==> config.mk <==
export PLATFORM = sky130hd
export DESIGN_NAME = fir_filter
export DESIGN_NICKNAME = d
export VERILOG_FILES = /design/src/rtl/fir_pkg.sv /design/src/rtl/fir_tap_mult.sv /design/src/rtl/fir_filter.sv
export SDC_FILE = /design/constraint.sdc
export NUM_CORES = 1
export LEC_CHECK = 0
export BUFFER_PORTS_ARGS = -buffer_cell sky130_fd_sc_hd__buf_2
export CORE_AREA = 3 3 188 190
export DETAILED_ROUTE_END_ITERATION = 12
export DIE_AREA = 0 0 191 193
export PLACE_DENSITY_LB_ADDON = 0.12
export SETUP_SLACK_MARGIN = 0.5
export SYNTH_ARGS = -nofsm -noshare
export SYNTH_HDL_FRONTEND = slang
export SYNTH_SLANG_ARGS = --single-unit
export TNS_END_PERCENT = 30
==> constraint.sdc <==
create_clock -name clk -period 23.2 [get_ports clk]
set_input_delay 4.64 -clock clk [delete_from_list [all_inputs] [get_ports clk]]
set_output_delay 4.64 -clock clk [all_outputs]
set_load 0.02 [all_outputs]
==> src/rtl/fir_pkg.sv <==
// Shared constants and helpers for the fixed-coefficient 15-tap FIR filter.
package fir_pkg;

  localparam int NTAPS = 15;

  // Headroom added above the coefficient and sample integer bits so that the
  // 15-term sum can never wrap.
  localparam int ACC_GUARD_WL = 4;

  typedef int tap_int_t [0:NTAPS-1];

  // Symmetric low-pass taps, raw integers in coefficient format (sum = 256 = 1.0).
  localparam tap_int_t COE_DEFAULT =
    '{-2, 0, 6, 0, -18, 0, 78, 128, 78, 0, -18, 0, 6, 0, -2};

  // Fractional bits kept for each per-tap product.
  localparam tap_int_t PROD_WL_DEFAULT = '{default: 12};

  // Widest product fraction; every product is aligned to this before summing.
  function automatic int max_wl(tap_int_t wl);
    int m;
    m = 0;
    for (int k = 0; k < NTAPS; k++) begin
      if (wl[k] > m) m = wl[k];
    end
    return m;
  endfunction

  // Accumulator width: coefficient + sample integer bits, guard bits, F fraction bits.
  function automatic int acc_width(int coe_inte_wl, int in_inte_wl, int frac_wl);
    return coe_inte_wl + in_inte_wl + ACC_GUARD_WL + frac_wl;
  endfunction

endpackage

==> src/rtl/fir_tap_mult.sv <==
// One FIR tap: constant-coefficient signed multiply, floored to a chosen fraction.
module fir_tap_mult #(
  parameter int COE_W   = 12,
  parameter int IN_W    = 12,
  parameter int DROP_W  = 4,
  parameter int COE_VAL = 0
) (
  input  logic signed [IN_W-1:0]              x,
  output logic signed [COE_W+IN_W-DROP_W-1:0] p
);

  localparam int FULL_W = COE_W + IN_W;
  localparam int PROD_W = FULL_W - DROP_W;
  localparam logic signed [COE_W-1:0] COEF = COE_VAL[COE_W-1:0];

  logic signed [FULL_W-1:0] full;

  // Full-precision product; arithmetic right shift drops LSBs, i.e. floors.
  always_comb begin
    full = COEF * x;
    p    = PROD_W'(full >>> DROP_W);
  end

endmodule

==> src/rtl/fir_filter.sv <==
// 15-tap direct-form FIR: delay line, per-tap quantised products, summed,
// floored and saturated to the output format. Two-cycle latency.
module fir_filter
  import fir_pkg::*;
#(
  parameter int       COE_INTE_WL           = 4,
  parameter int       COE_FRAC_WL           = 8,
  parameter int       IN_INTE_WL            = 4,
  parameter int       IN_FRAC_WL            = 8,
  parameter int       OUT_INTE_WL           = 4,
  parameter int       OUT_FRAC_WL           = 8,
  parameter tap_int_t PRODUCT_FRAC_WL_ARRAY = PROD_WL_DEFAULT,
  parameter tap_int_t COE                   = COE_DEFAULT
) (
  input  logic                                      clk,
  input  logic                                      rst,
  input  logic signed [IN_INTE_WL+IN_FRAC_WL-1:0]   data_in,
  input  logic                                      in_valid,
  output logic signed [OUT_INTE_WL+OUT_FRAC_WL-1:0] data_out,
  output logic                                      out_valid
);

  localparam int COE_W     = COE_INTE_WL + COE_FRAC_WL;
  localparam int IN_W      = IN_INTE_WL + IN_FRAC_WL;
  localparam int OUT_W     = OUT_INTE_WL + OUT_FRAC_WL;
  localparam int FULL_FRAC = COE_FRAC_WL + IN_FRAC_WL;
  localparam int F         = max_wl(PRODUCT_FRAC_WL_ARRAY);
  localparam int ACC_W     = acc_width(COE_INTE_WL, IN_INTE_WL, F);
  localparam int DN        = (F > OUT_FRAC_WL) ? F - OUT_FRAC_WL : 0;
  localparam int UP        = (OUT_FRAC_WL > F) ? OUT_FRAC_WL - F : 0;
  localparam int Q_W       = ACC_W - DN + UP;

  localparam logic signed [Q_W-1:0] SAT_MAX = Q_W'((2 ** (OUT_W - 1)) - 1);
  localparam logic signed [Q_W-1:0] SAT_MIN = Q_W'(-(2 ** (OUT_W - 1)));

  logic signed [IN_W-1:0]  x_p1 [0:NTAPS-1];
  logic                    vld_p1;
  logic signed [ACC_W-1:0] term [0:NTAPS-1];
  logic signed [ACC_W-1:0] acc;
  logic signed [OUT_W-1:0] data_p2;
  logic                    vld_p2;

  // Floor the accumulator to the output fraction (zero-extend if output is finer).
  function automatic logic signed [Q_W-1:0] floor_out(input logic signed [ACC_W-1:0] a);
    return Q_W'(a >>> DN) <<< UP;
  endfunction

  // Clip to the representable output range.
  function automatic logic signed [OUT_W-1:0] saturate(input logic signed [Q_W-1:0] q);
    if (q > SAT_MAX)      return SAT_MAX[OUT_W-1:0];
    else if (q < SAT_MIN) return SAT_MIN[OUT_W-1:0];
    else                  return q[OUT_W-1:0];
  endfunction

  // Stage 1: delay line advances only on accepted samples; valid follows every edge.
  always_ff @(posedge clk or negedge rst) begin
    if (!rst) begin
      for (int k = 0; k < NTAPS; k++) x_p1[k] <= '0;
      vld_p1 <= 1'b0;
    end else begin
      vld_p1 <= in_valid;
      if (in_valid) begin
        x_p1[0] <= data_in;
        for (int k = 1; k < NTAPS; k++) x_p1[k] <= x_p1[k-1];
      end
    end
  end

  for (genvar k = 0; k < NTAPS; k++) begin : g_tap
    localparam int PWK    = PRODUCT_FRAC_WL_ARRAY[k];
    localparam int PROD_W = COE_W + IN_W - (FULL_FRAC - PWK);

    logic signed [PROD_W-1:0] prod;
    logic signed [ACC_W-1:0]  ext;

    fir_tap_mult #(
      .COE_W  (COE_W),
      .IN_W   (IN_W),
      .DROP_W (FULL_FRAC - PWK),
      .COE_VAL(COE[k])
    ) u_mult (
      .x(x_p1[k]),
      .p(prod)
    );

    // Sign-extend and align the product's fraction to F.
    always_comb begin
      ext     = ACC_W'(prod);
      term[k] = ext <<< (F - PWK);
    end
  end

  // Sum of all aligned products; width is chosen so this cannot overflow.
  always_comb begin
    acc = '0;
    for (int k = 0; k < NTAPS; k++) acc = acc + term[k];
  end

  // Stage 2: quantised output register; updates every edge, qualified by vld_p2.
  always_ff @(posedge clk or negedge rst) begin
    if (!rst) begin
      data_p2 <= '0;
      vld_p2  <= 1'b0;
    end else begin
      data_p2 <= saturate(floor_out(acc));
      vld_p2  <= vld_p1;
    end
  end

  assign data_out  = data_p2;
  assign out_valid = vld_p2;

endmodule

==> impl_metrics.toml <==
[worst_setup_path]
cp_max_fo = 11
required_ps = 23490
worstPathArrival_ps = 9980
cpPeakStageDelay_ps = 770
critPathLaunch = "x_p1[50]"
start_kind = "flop"
endpoint_kind = "flop"
worst-path-buf-inv = 7
path_class = "reg -> reg"
critPathSlowestCell = "o41ai_2"
reg2reg_from = "x_p1[50]"
timing.critical_path.mode_cell = "inv_1"
crit_family = "adder cells"

[yosys]
synthTopCellsByCount = "inv_1, ha_1, fa_1, dfrtp_1, mux2_2"
synth_seq_cells = 194
yosys.area.top_type = "dfrtp_1"
yosysSeqAreaShare = 0.2622
synth_cell_types = 65
yosys_warnings = 0
synthCells = 1748
synthesis.area_um2 = 18520
synthArstFlopShare = 1.000
synth_edf_count = 0
post-synth-top-count-cell = "inv_1"
yosysTopAreaCellShare = 0.2622
syn_area_per_cell_um2 = 10.59
synthTopCellsByArea = "dfrtp_1, fa_1, ha_1"
synth_ff_type = "dfrtp_1"
syn_nets = 2186

[floorplanning]
design.die.area_um2 = 36860
die_h_um = 193
fp-row-count = 67
start_util = 0.5508
die_w_um = 191
num_io_pins = 28
core_um2 = 33620

[route]
drc = 0
postRouteAntennaNets = 0
wirelength_met1_mm = 18.60
drt_iter0_drc = 614
drt_wl_total_mm = 38.63
wl_per_cell_um = 17.32
routed-wl-met3_mm = 1.181
vias = 11770
via_per_inst = 5.279
topRoutingLayerUsed = "met4"
first_pass_iters = 4
dr_wl_met2_mm = 18.27

[clock_network]
cts_tree = "built"
clock_latency_ps = 470
cts-htree-levels = 4
path_clk_slew_ps = 80
clock_path_buffers = 2
postCtsSetupBuffers = 0
numCtsBuffers = 17
post_cts_resized = 0
root_buffer = "clkbuf_16"
hold_buffers = 0
numClockSinks = 194

[final_layout]
fin_nets = 2207
synthToLayoutAreaGrowth_pct = 6.778
multi_input_area_um2 = 12110
seq_area_um2 = 4855
drive_above_1_share = 0.1285
diodes = 0
final_cell_count_no_fill = 2230
fillCellCount = 2872

[sta]
setup_viol = 0
rsz0062_at_grt = "no"
tightestPinTransition_ps = 1077
slew_headroom = 0.2818
hold_violations = 0
max_freq_mhz = 103.3
clock_skew_ps = 15.94
fin_crit_sh = 0.4174
fin_tns_setup_ps = 0
final_max_slew_viol_count = 0
final.min_clock_period_ps = 9685

[worst_hold_path]
min_path_type = "reg -> reg"
hold_start = "vld_p1"

[global_routing]
grt_pass1_vias = 12420
antenna_found_initial = 0
grt_max_degree = 146
grt_pass1_wl_mm = 65.09
overflow = 0
grt_use_total = 0.2275

[placed_design]
dp_cells = 2198
gp_congestion = 0.9007
io_buffer_count = 27
hpwlAfterDp_mm = 30.85

[status]
outcome = "complete, no violations"

[job]
maxCapViolations = 0
## area by class of cell
cell class                 count  share of cell area
clock buffer                  17             0.02152
clock inverter                15            0.009936
inverter                     379             0.07196
multi-input combinational   1144              0.6126
sequential                   194              0.2456
tap                          448             0.02835
timing repair buffer          33             0.01006
## per-stage QoR
step                utilization  hold WS (ps)  instance area, um2  setup slack, ps
finish                   0.5881         366.0               19770            13520
CTS                      0.5881         356.1               19770            13440
global placement         0.5696         334.5               19150            13750
detailed placement       0.5696         337.9               19150            13490
floorplan                     -         331.2               18520            14680
global route             0.5881         384.9               19770            12720
## worst paths after layout
path	to	slack [ps]	cells after the start
worst max register to register	data_out[4]	13520	33
min in group asynchronous	data_out[9]	4200	1
worst min-delay path	out_valid	370	0
max in group asynchronous	x_p1[178]	17470	2
worst min register to register	out_valid	370	0
worst max-delay path	data_out[4]	13520	33
## cells in the final DEF (no fill, tap or decap), types with 17 or more instances in the layout
cell type / netlist / routed
xnor2_1: 70 / 70
mux2_2: 141 / 141
a21oi_1: 47 / 47
buf_2: 5 / 25
a21o_1: 18 / 18
clkbuf_16: 0 / 17
nor3_1: 17 / 17
dfrtp_1: 194 / 194
fa_1: 207 / 207
o21ai_0: 76 / 76
ha_1: 216 / 216
xor2_1: 40 / 40
nor2_1: 62 / 62
nand2_1: 72 / 72
inv_1: 379 / 379
## per-layer routing
layer | up-vias | track usage
li1 | 5699 | -
met1 | 5924 | 0.3246
met2 | 119 | 0.3711
met3 | 30 | 0.03598
met4 | 0 | 0.05109
met5 | - | 0
## sequential cells by signal (all words and copies together), names as in the netlist
register   count
data_out      12
x_p1         180
vld_p1         1
out_valid      1
## worst register-to-register path: cells and delay by family (launching register included)
| family | cells | cell delay [ps] |
|---|---|---|
| AND/OR/NAND/NOR | 4 | 580 |
| adder cells (fa/ha/maj) | 9 | 4230 |
| buffers and inverters | 7 | 550 |
| AO/OA/AOI/OAI | 13 | 3780 |
| flip-flops | 1 | 400 |
## cells by family (layout without fill, tap and decap cells)
family                   Yosys count  count (layout)  share of synthesized area
AO/OA/AOI/OAI                    236             236                    0.08481
XOR/XNOR                         110             110                    0.05203
adder cells (fa/ha/maj)          423             423                     0.3698
buffers and inverters            410             444                    0.08366
flip-flops                       194             194                     0.2622
multiplexers                     146             146                    0.08846
AND/OR/NAND/NOR                  229             229                    0.05906
Power is left out: the tool's default activity adds up to more than one toggle a clock period on the data nets, which glitch-free logic cannot reach.
